`config.mk`:
```
export PLATFORM = sky130hd
export DESIGN_NAME = if_stage_fetch_buf
export DESIGN_NICKNAME = d
export VERILOG_FILES = /design/src/rtl/if_stage_fetch_buf_pkg.sv /design/src/rtl/fetch_ring_buf.sv /design/src/rtl/if_stage_fetch_buf.sv
export SDC_FILE = /design/constraint.sdc
export NUM_CORES = 1
export LEC_CHECK = 0
export ABC_AREA = 0
export BUFFER_PORTS_ARGS = -buffer_cell sky130_fd_sc_hd__clkbuf_2
export CORE_ASPECT_RATIO = 0.75
export CORE_UTILIZATION = 60
export CTS_BUF_LIST = sky130_fd_sc_hd__clkbuf_16
export DETAILED_ROUTE_END_ITERATION = 16
export HOLD_SLACK_MARGIN = 0.15
export PLACE_DENSITY = 0.94
export SLEW_MARGIN = 10
export SYNTH_ARGS = -nofsm -noshare
export SYNTH_HDL_FRONTEND = slang
export SYNTH_SLANG_ARGS = --single-unit
```
`constraint.sdc`:
```
create_clock -name clk -period 6.6 [get_ports clk]
set_input_delay 1.32 -clock clk [delete_from_list [all_inputs] [get_ports clk]]
set_output_delay 1.32 -clock clk [all_outputs]
set_load 0.02 [all_outputs]
```
`src/rtl/if_stage_fetch_buf_pkg.sv`:
```
// Shared definitions for the fetch stage: ring entry states and fs->ds bus layout.
// Bus layout is {ex, badvaddr, inst, pc}, MSB first.
package if_stage_fetch_buf_pkg;

   localparam logic [1:0] ST_EMPTY = 2'd0;
   localparam logic [1:0] ST_PEND  = 2'd1;
   localparam logic [1:0] ST_DONE  = 2'd2;

   function automatic int fs_to_ds_bus_wd(input int pc_w, input int inst_w);
      return 1 + 2 * pc_w + inst_w;
   endfunction

   // Field LSB positions for the default 32-bit PC / instruction widths
   localparam int FS_TO_DS_BUS_WD = fs_to_ds_bus_wd(32, 32);
   localparam int BUS_PC_LSB      = 0;
   localparam int BUS_INST_LSB    = 32;
   localparam int BUS_BADV_LSB    = 64;
   localparam int BUS_EX_BIT      = 96;

endpackage

```
`src/rtl/fetch_ring_buf.sv`:
```
// In-order ring of fetch entries: allocate at tail, complete the oldest PEND
// entry on a response, retire at head; flush empties everything.
module fetch_ring_buf
   import if_stage_fetch_buf_pkg::*;
#(
   parameter int DEPTH  = 4,
   parameter int PC_W   = 32,
   parameter int INST_W = 32
) (
   input  logic                         clk,
   input  logic                         reset,
   input  logic                         flush,
   input  logic                         alloc,
   input  logic                         alloc_ex,
   input  logic [PC_W-1:0]              alloc_pc,
   input  logic                         resp,
   input  logic [INST_W-1:0]            resp_data,
   input  logic                         retire,
   output logic                         head_done,
   output logic                         head_ex,
   output logic [PC_W-1:0]              head_pc,
   output logic [INST_W-1:0]            head_inst,
   output logic [$clog2(DEPTH+1)-1:0]   occupancy,
   output logic [$clog2(DEPTH+1)-1:0]   pend_cnt,
   output logic                         has_pend
);
   localparam int PTR_W = $clog2(DEPTH);
   localparam int CNT_W = $clog2(DEPTH+1);

   logic [DEPTH-1:0][1:0]        state;
   logic [DEPTH-1:0]             ex_q;
   logic [DEPTH-1:0][PC_W-1:0]   pc_q;
   logic [DEPTH-1:0][INST_W-1:0] inst_q;
   logic [PTR_W-1:0]             head, tail, pend_idx, idx;
   logic [CNT_W-1:0]             occ;

   // Walk from head so the first PEND found is the oldest outstanding fetch
   always_comb begin
      pend_idx = head;
      has_pend = 1'b0;
      pend_cnt = '0;
      idx      = head;
      for (int i = 0; i < DEPTH; i++) begin
         idx = head + PTR_W'(i);
         if (state[idx] == ST_PEND && !has_pend) begin
            has_pend = 1'b1;
            pend_idx = idx;
         end
         if (state[i] == ST_PEND) pend_cnt = pend_cnt + CNT_W'(1);
      end
   end

   assign head_done = (state[head] == ST_DONE);
   assign head_ex   = ex_q[head];
   assign head_pc   = pc_q[head];
   assign head_inst = inst_q[head];
   assign occupancy = occ;

   always_ff @(posedge clk or negedge reset) begin
      if (!reset) begin
         state  <= '0;
         ex_q   <= '0;
         pc_q   <= '0;
         inst_q <= '0;
         head   <= '0;
         tail   <= '0;
         occ    <= '0;
      end else if (flush) begin
         for (int i = 0; i < DEPTH; i++) state[i] <= ST_EMPTY;
         head <= '0;
         tail <= '0;
         occ  <= '0;
      end else begin
         // alloc, resp and retire always target distinct slots
         if (alloc) begin
            state[tail]  <= alloc_ex ? ST_DONE : ST_PEND;
            ex_q[tail]   <= alloc_ex;
            pc_q[tail]   <= alloc_pc;
            inst_q[tail] <= '0;
            tail         <= tail + PTR_W'(1);
         end
         if (resp) begin
            state[pend_idx]  <= ST_DONE;
            inst_q[pend_idx] <= resp_data;
         end
         if (retire) begin
            state[head] <= ST_EMPTY;
            head        <= head + PTR_W'(1);
         end
         occ <= occ + CNT_W'(alloc) - CNT_W'(retire);
      end
   end

endmodule

```
`src/rtl/if_stage_fetch_buf.sv`:
```
// Fetch stage between pre-fetch and decode: issues inst_sram requests, buffers
// results in order, and drops responses owed to flushed fetches.
module if_stage_fetch_buf
   import if_stage_fetch_buf_pkg::*;
#(
   parameter int DEPTH  = 4,
   parameter int PC_W   = 32,
   parameter int INST_W = 32
) (
   input  logic                                     clk,
   input  logic                                     reset,
   input  logic                                     pfs_to_fs_valid,
   input  logic [PC_W-1:0]                          pfs_pc,
   output logic                                     fs_allowin,
   output logic                                     inst_sram_req,
   output logic [PC_W-1:0]                          inst_sram_addr,
   input  logic                                     inst_sram_addr_ok,
   input  logic                                     inst_sram_data_ok,
   input  logic [INST_W-1:0]                        inst_sram_rdata,
   input  logic                                     ds_allowin,
   output logic                                     fs_to_ds_valid,
   output logic [fs_to_ds_bus_wd(PC_W, INST_W)-1:0] fs_to_ds_bus,
   input  logic                                     ws_ex,
   input  logic                                     ws_eret,
   output logic [$clog2(DEPTH+1)-1:0]               fs_occupancy
);
   localparam int CNT_W = $clog2(DEPTH+1);

   logic              flush, mis, room, accept, retire, resp;
   logic              head_done, head_ex, has_pend;
   logic [PC_W-1:0]   head_pc;
   logic [INST_W-1:0] head_inst;
   logic [CNT_W-1:0]  occ, pend_cnt, cancel_cnt, owed;

   assign flush = ws_ex | ws_eret;
   assign mis   = (pfs_pc[1:0] != 2'b00);
   // pend_cnt + cancel_cnt never exceeds DEPTH, so CNT_W bits suffice
   assign room  = (occ < CNT_W'(DEPTH)) && ((pend_cnt + cancel_cnt) < CNT_W'(DEPTH));

   // Combinational outputs are forced low while reset is held
   assign inst_sram_req  = reset & pfs_to_fs_valid & !mis & room & !flush;
   assign inst_sram_addr = reset ? pfs_pc : '0;
   assign fs_allowin     = reset & room & !flush & (mis | inst_sram_addr_ok);
   assign accept         = pfs_to_fs_valid & fs_allowin;

   assign fs_to_ds_valid = reset & head_done & !flush;
   assign retire         = fs_to_ds_valid & ds_allowin;
   assign fs_to_ds_bus   = {head_ex, head_pc, head_inst, head_pc};
   assign fs_occupancy   = occ;

   assign resp = inst_sram_data_ok & (cancel_cnt == '0) & has_pend & !flush;

   // On flush every PEND becomes owed; a same-cycle response pays off the oldest debt
   always_comb begin
      owed = cancel_cnt + pend_cnt;
      if (inst_sram_data_ok && owed != '0) owed = owed - CNT_W'(1);
   end

   always_ff @(posedge clk or negedge reset) begin
      if (!reset)
         cancel_cnt <= '0;
      else if (flush)
         cancel_cnt <= owed;
      else if (inst_sram_data_ok && cancel_cnt != '0)
         cancel_cnt <= cancel_cnt - CNT_W'(1);
   end

   fetch_ring_buf #(
      .DEPTH  (DEPTH),
      .PC_W   (PC_W),
      .INST_W (INST_W)
   ) u_ring (
      .clk       (clk),
      .reset     (reset),
      .flush     (flush),
      .alloc     (accept),
      .alloc_ex  (mis),
      .alloc_pc  (pfs_pc),
      .resp      (resp),
      .resp_data (inst_sram_rdata),
      .retire    (retire),
      .head_done (head_done),
      .head_ex   (head_ex),
      .head_pc   (head_pc),
      .head_inst (head_inst),
      .occupancy (occ),
      .pend_cnt  (pend_cnt),
      .has_pend  (has_pend)
   );

endmodule

```
[Yosys cells after proc, flatten, opt, wreduce, memory -nomap -nowiden]
Index checks and enable logic that the tools add are counted.
Operators by class
  add/subtract/negate cells: 12
  $mul: 0
  divide/modulo/power cells: 0
  order comparisons: 11
  equal/unequal tests: 9
  shift-type cells: 0
  mux-type cells: 60
  bitwise gates (word level): 24
  reduce and logical (&&, ||, !) cells: 22
Operators with widths (count)
  2-to-1 mux 128 bit: 3
  bitwise mux 128 bit: 2
  2-to-1 mux 32 bit: 5
  bitwise AND 128 bit: 1
  binary-select mux 32 bit (select 2 bit): 2
  demux 32 bit (select 2 bit): 2
  NOT 128 bit: 1
  2-to-1 mux 8 bit: 6
  2-to-1 mux 2 bit: 15
  2-to-1 mux 3 bit: 7
  < comparator 2 x 3 -> 1 bit (second input constant): 6
  binary-select mux 2 bit (select 2 bit): 4
  == test 2 x 1 -> 1 bit (second input constant): 8
  bitwise AND 1 bit: 14
  demux 2 bit (select 2 bit): 3
  logical AND 1 bit: 9
  bitwise AND 8 bit: 1
  bitwise mux 8 bit: 1
  NOT 8 bit: 1
  nonzero test 2 bit: 4
  2-to-1 mux 1 bit: 7
  adder 3 x 1 -> 3 bit (second input constant): 2
  >= comparator 2 x 1 -> 1 bit (second input constant): 3
  < comparator 3 bit (second input constant): 2
  other kinds (20): 29
Storage, ports and cells
  register bits after elaboration: 278
  latch bits: 0
  bits in writable memories: 0
  memory bits (read-only): 0
  logic and storage cells: 155
  memories: 0

[Longest topological paths before layout]
  depth in word-level cells: 24
  mapped depth: 18
  gate-level depth less buffers: 17

[By module]
From an unflattened synthesis, not the netlist that was laid out.
Unflattened totals
  cells, all modules: 1060
  area total of the unflattened synthesis: 13975.9 um^2
Modules (own cells, without submodules)
  fetch_ring_buf: times used 1, cells an instance 946, area an instance 13106.3 um^2
  if_stage_fetch_buf: times used 1, cells an instance 114, area an instance 869.6 um^2

[Least setup slack after synthesis]
Ideal clock, no wire load.
  path kind: reg2out
  start point: register u_ring.state[3] (netlist name)
  end point: output inst_sram_req
  arrival time: 3.046 ns
  data required time: 5.280 ns
  path slack: 2.234 ns
  cell stages (with the launch flop): 12
  path buffers: 0
  cell sequence: dfrtp_1 -> and2b_1 -> inv_2 -> ha_1 -> xnor2_1 -> ha_1 -> mux2_2 -> fa_1 -> xnor2_1 -> xnor2_1 -> xnor2_2 -> and4_1
On the way
  word-level cells in the longest chain between the ends: 11
RTL lines
  start, declared: line fetch_ring_buf.sv:30  | logic [DEPTH-1:0][1:0] state;
  start signal, assigned by index: line fetch_ring_buf.sv:76  | state[tail] <= alloc_ex ? ST_DONE : ST_PEND;
  == test 2 x 1 -> 1 bit (*): line fetch_ring_buf.sv:49  | if (state[i] == ST_PEND) pend_cnt = pend_cnt + CNT_W'(1);
  2-to-1 mux 3 bit (*): line fetch_ring_buf.sv:49
  adder 3 x 1 -> 3 bit: line fetch_ring_buf.sv:49
  2-to-1 mux 3 bit (*): line fetch_ring_buf.sv:49
  adder 3 x 1 -> 3 bit: line fetch_ring_buf.sv:49
  2-to-1 mux 3 bit (*): line fetch_ring_buf.sv:49
  adder 3 bit (*): line if_stage_fetch_buf.sv:38  | assign room = (occ < CNT_W'(DEPTH)) && ((pend_cnt + cancel_cnt) < CNT_W'(DEPTH));
  < comparator 3 bit (*): line if_stage_fetch_buf.sv:38
  logical AND 1 bit (*): line if_stage_fetch_buf.sv:38
  bitwise AND 1 bit (*) (2 in series): line if_stage_fetch_buf.sv:41  | assign inst_sram_req = reset & pfs_to_fs_valid & !mis & room & !flush;
  end, declared: line if_stage_fetch_buf.sv:15  | output logic inst_sram_req,
Every way passes the cells marked *; elsewhere a longest branch is shown, timed or not.

[Worst setup path in the final report]
Ends and elaborated chain as after synthesis.

==> reports/metrics.cfg <==
[layout]
final_layout_size_suffix_gt1_share_pct = 33.66
area_growth_pct = 12.59
nets = 1406
final_util_pct = 69.68
final_cells = 1626
stdcell_area_mm2 = 0.01553

[sta]
fin_skew_ns = 0.01819
fin_crit_ns = 5.372
tns_ns = 0
maxSlewViolCount = 0
finalCritPeriodShare_pct = 81.40
relSlewSlack_pct = 21.65
tightestPinTransition_ns = 1.175
hold_viol_final = 0
setup_viol = 0
clock.fmax_ghz = 0.1861
rsz0062_at_grt = no

[setup_path]
cp_data_required_time_ns = 5.28
cpMaxStageDelayCell = xnor2_2
start_kind = register
critPathMaxFanout = 9
cpPeakStageDelay_ns = 0.43
endpoint_kind = primary output
cp.arrival_ns = 4.05
critPathKind = reg2out
crit_chain = and2b_1, inv_2, ha_1, xnor2_1, ha_1, mux2_2, fa_1, xnor2_1, xnor2_1, xnor2_2, and4_1, clkbuf_2
cpMostUsedCell = xnor2_1

[clocking]
cts_max_path_buffers = 3
h-tree-depth = 1
cts-root-buf = clkbuf_16
ctsResizeCount = 0
cts.sinks = 278
clk_pin_slew_ns = 0.06
clk-insertion-delay-late_ns = 0.54
hold_buffers = 0
cts_setup_buffers = 0
cts_tree = done
cts_buffers = 27

[global_routing]
antenna_found_initial = 0
track_usage_pct = 29.24
grt_pass1_wl_um = 54010
grt_max_degree = 83
grt_pass1_vias = 10354
globalRouteOverflowTotal = 0

[routing]
ant_nets = 0
route.detailed.drc = 0
vias = 9864
first_pass_iters = 5
drt_iter0_drc = 966
wl_per_cell_um = 20.62
routed_wl_um = 33530
viasPerCell = 6.066

[die]
fp.dieH_um = 133.3
die_area_mm2 = 0.02361
core_mm2 = 0.02229
ios = 207
dieWidth_um = 177.1
row_count = 47
initial_core_util_pct = 61.89

[logic_synthesis]
yosysTopAreaCell = dfrtp_1
syn_nets = 1269
synth_area_mm2 = 0.01379
synthSimpleGateAreaFrac_pct = 11.18
synthXorXnorAreaFrac_pct = 0.8799
ys_warn_count = 0
syn_inst = 1178
synth_edf_count = 0
synth-compound-area-share_pct = 5.379
synth_area_leaders = dfrtp_1 (50%), mux4_2 (11%), mux2_2 (8.0%)
async_flop_share_pct = 100.0
ys_ff_latch = 278
synth_adder_area_share_pct = 1.832
yosysUniqueCellTypes = 49
netlist.area_leader.share_pct = 50.44
muxShareOfSynthArea_pct = 24.29
syn_avg_cell_area_um2 = 11.71
ys_seq_area_share_pct = 50.44
ys.flop_type = dfrtp_1
synth_top_family_by_area = multiplexers

[outcome]
status = finished clean

[power_and_ir_drop]
intPower_mw = 2.962
combPwrFrac_pct = 22.4
power.share.clock_pct = 33.3
leakage_nw = 7.538
power.switching_mw = 1.281
power_frac_seq_pct = 44.3
vdd_drop_max_v = 0.0001902
p_per_area_mw_per_mm2 = 273.2
switching_share_pct = 30.18

[place]
portBuffers = 206
place_area_mm2 = 0.01475
place.gp.congestion = 0.9083
dp_hpwl_um = 20890
place_inst = 1580

[min_path]
hold_path_class = reg2reg

[flow_run]
maxCapViolations = 0

-- kinds of logic (layout without fill, tap and decap cells) --
kind of cell | Yosys count | count (layout)
compound gates | 123 | 123
buf+inv | 166 | 319
simple gates | 342 | 342
fa+ha+maj | 19 | 19
other cells | 0 | 1
flops | 278 | 278
xor+xnor | 13 | 13
mux | 237 | 237
-- cell usage after synthesis (all sizes together), types with 5 or more instances --
cell type and n:
dfrtp 278, mux2i 70, nor3 5, mux2 99, a21oi 14, inv 49
and3 8, nand2 206, o211ai 33, nor2b 6, clkbuf 41, buf 76
mux4 68, and2 34, xnor2 12, o21ai 66, ha 17, nand3 36
nor2 24, nand2b 5
-- cell usage in the layout, fill, tap and decap left out, types with 19 or more instances in the layout --
cell type	instances
inv_1	52
clkbuf_2	205
o21ai_0	55
and2_1	34
nor2_1	23
dfrtp_1	276
mux4_2	68
buf_4	19
nand2_1	205
nand3_1	34
clkbuf_16	27
mux2_2	98
mux2i_1	70
o211ai_1	33
-- routing by layer --
metal,vias up,part of all wire (%),global-route usage [%],wire length [um]
met2,464,49,47.53,16320
met4,0,2.1,8.812,707
met1,5019,41,40.59,13900
met3,59,7.7,5.194,2591
li1,4322,-,-,-
met5,-,0,0,0
-- worst max-delay path, delay by kind of cell (launching register included) --
family	cells	cell delay, ns
XOR/XNOR	4	1.03
adder cells (fa/ha/maj)	3	0.98
buffers and inverters	2	0.23
flip-flops	1	0.42
multiplexers	1	0.27
AND/OR/NAND/NOR	2	0.59
-- worst paths after layout --
check / to / slack [ns] / depth (start not counted) / startpoint
worst max-delay path: inst_sram_req / 1.23 / 12 / u_ring.state[3]$_DFF_PN0_
worst min-delay path: u_ring.pc_q[54]$_DFFE_PN0P_ / 0.47 / 2 / u_ring.pc_q[54]$_DFFE_PN0P_
worst max register to register: u_ring.pc_q[75]$_DFFE_PN0P_ / 1.41 / 14 / u_ring.state[3]$_DFF_PN0_
worst min register to register: u_ring.pc_q[54]$_DFFE_PN0P_ / 0.47 / 2 / u_ring.pc_q[54]$_DFFE_PN0P_
max in group asynchronous: u_ring.inst_q[85]$_DFFE_PN0P_ / 3.85 / 3 / reset
min in group asynchronous: u_ring.pc_q[108]$_DFFE_PN0P_ / 0.66 / 1 / reset
-- power by group through the flow --
| stage | combinational [mW] | clock, mW | sequential, mW |
|---|---|---|---|
| after global placement | 0.926 | 0 | 1.90 |
| after CTS | 0.959 | 1.43 | 1.88 |
| after floorplan | 0.751 | 0 | 1.88 |
| final | 0.949 | 1.41 | 1.88 |
| after global routing | 1.02 | 1.49 | 1.89 |
| after detailed placement | 0.951 | 0 | 1.91 |
-- flip-flops by register name (all words and copies together) (netlist names) --
signal and count:
u_ring.inst_q 128, u_ring.tail 2, u_ring.head 2, u_ring.ex_q 4, u_ring.state 8, u_ring.occupancy 3, u_ring.pc_q 128, cancel_cnt 3
-- metrics by stage --
stage	setup slack (ns)	hold slack, ns	power, mW
after floorplan	2.234	0.4340	2.635
after global placement	1.658	0.4441	2.821
after detailed placement	1.549	0.4558	2.860
after CTS	1.253	0.4734	4.268
after global routing	1.045	0.4962	4.392
final	1.228	0.4685	4.243
-- layout make-up --
cell class / count / area [um^2]
sequential: 278 / 6964
fill: 1480 / 6758
multi-input combinational: 734 / 6046
timing repair buffer: 225 / 1184
clock buffer: 27 / 675.6
tap: 294 / 367.9
inverter: 49 / 183.9
clock inverter: 18 / 106.4
antenna: 1 / 2.502
Power figures use the tool's default switching activity.
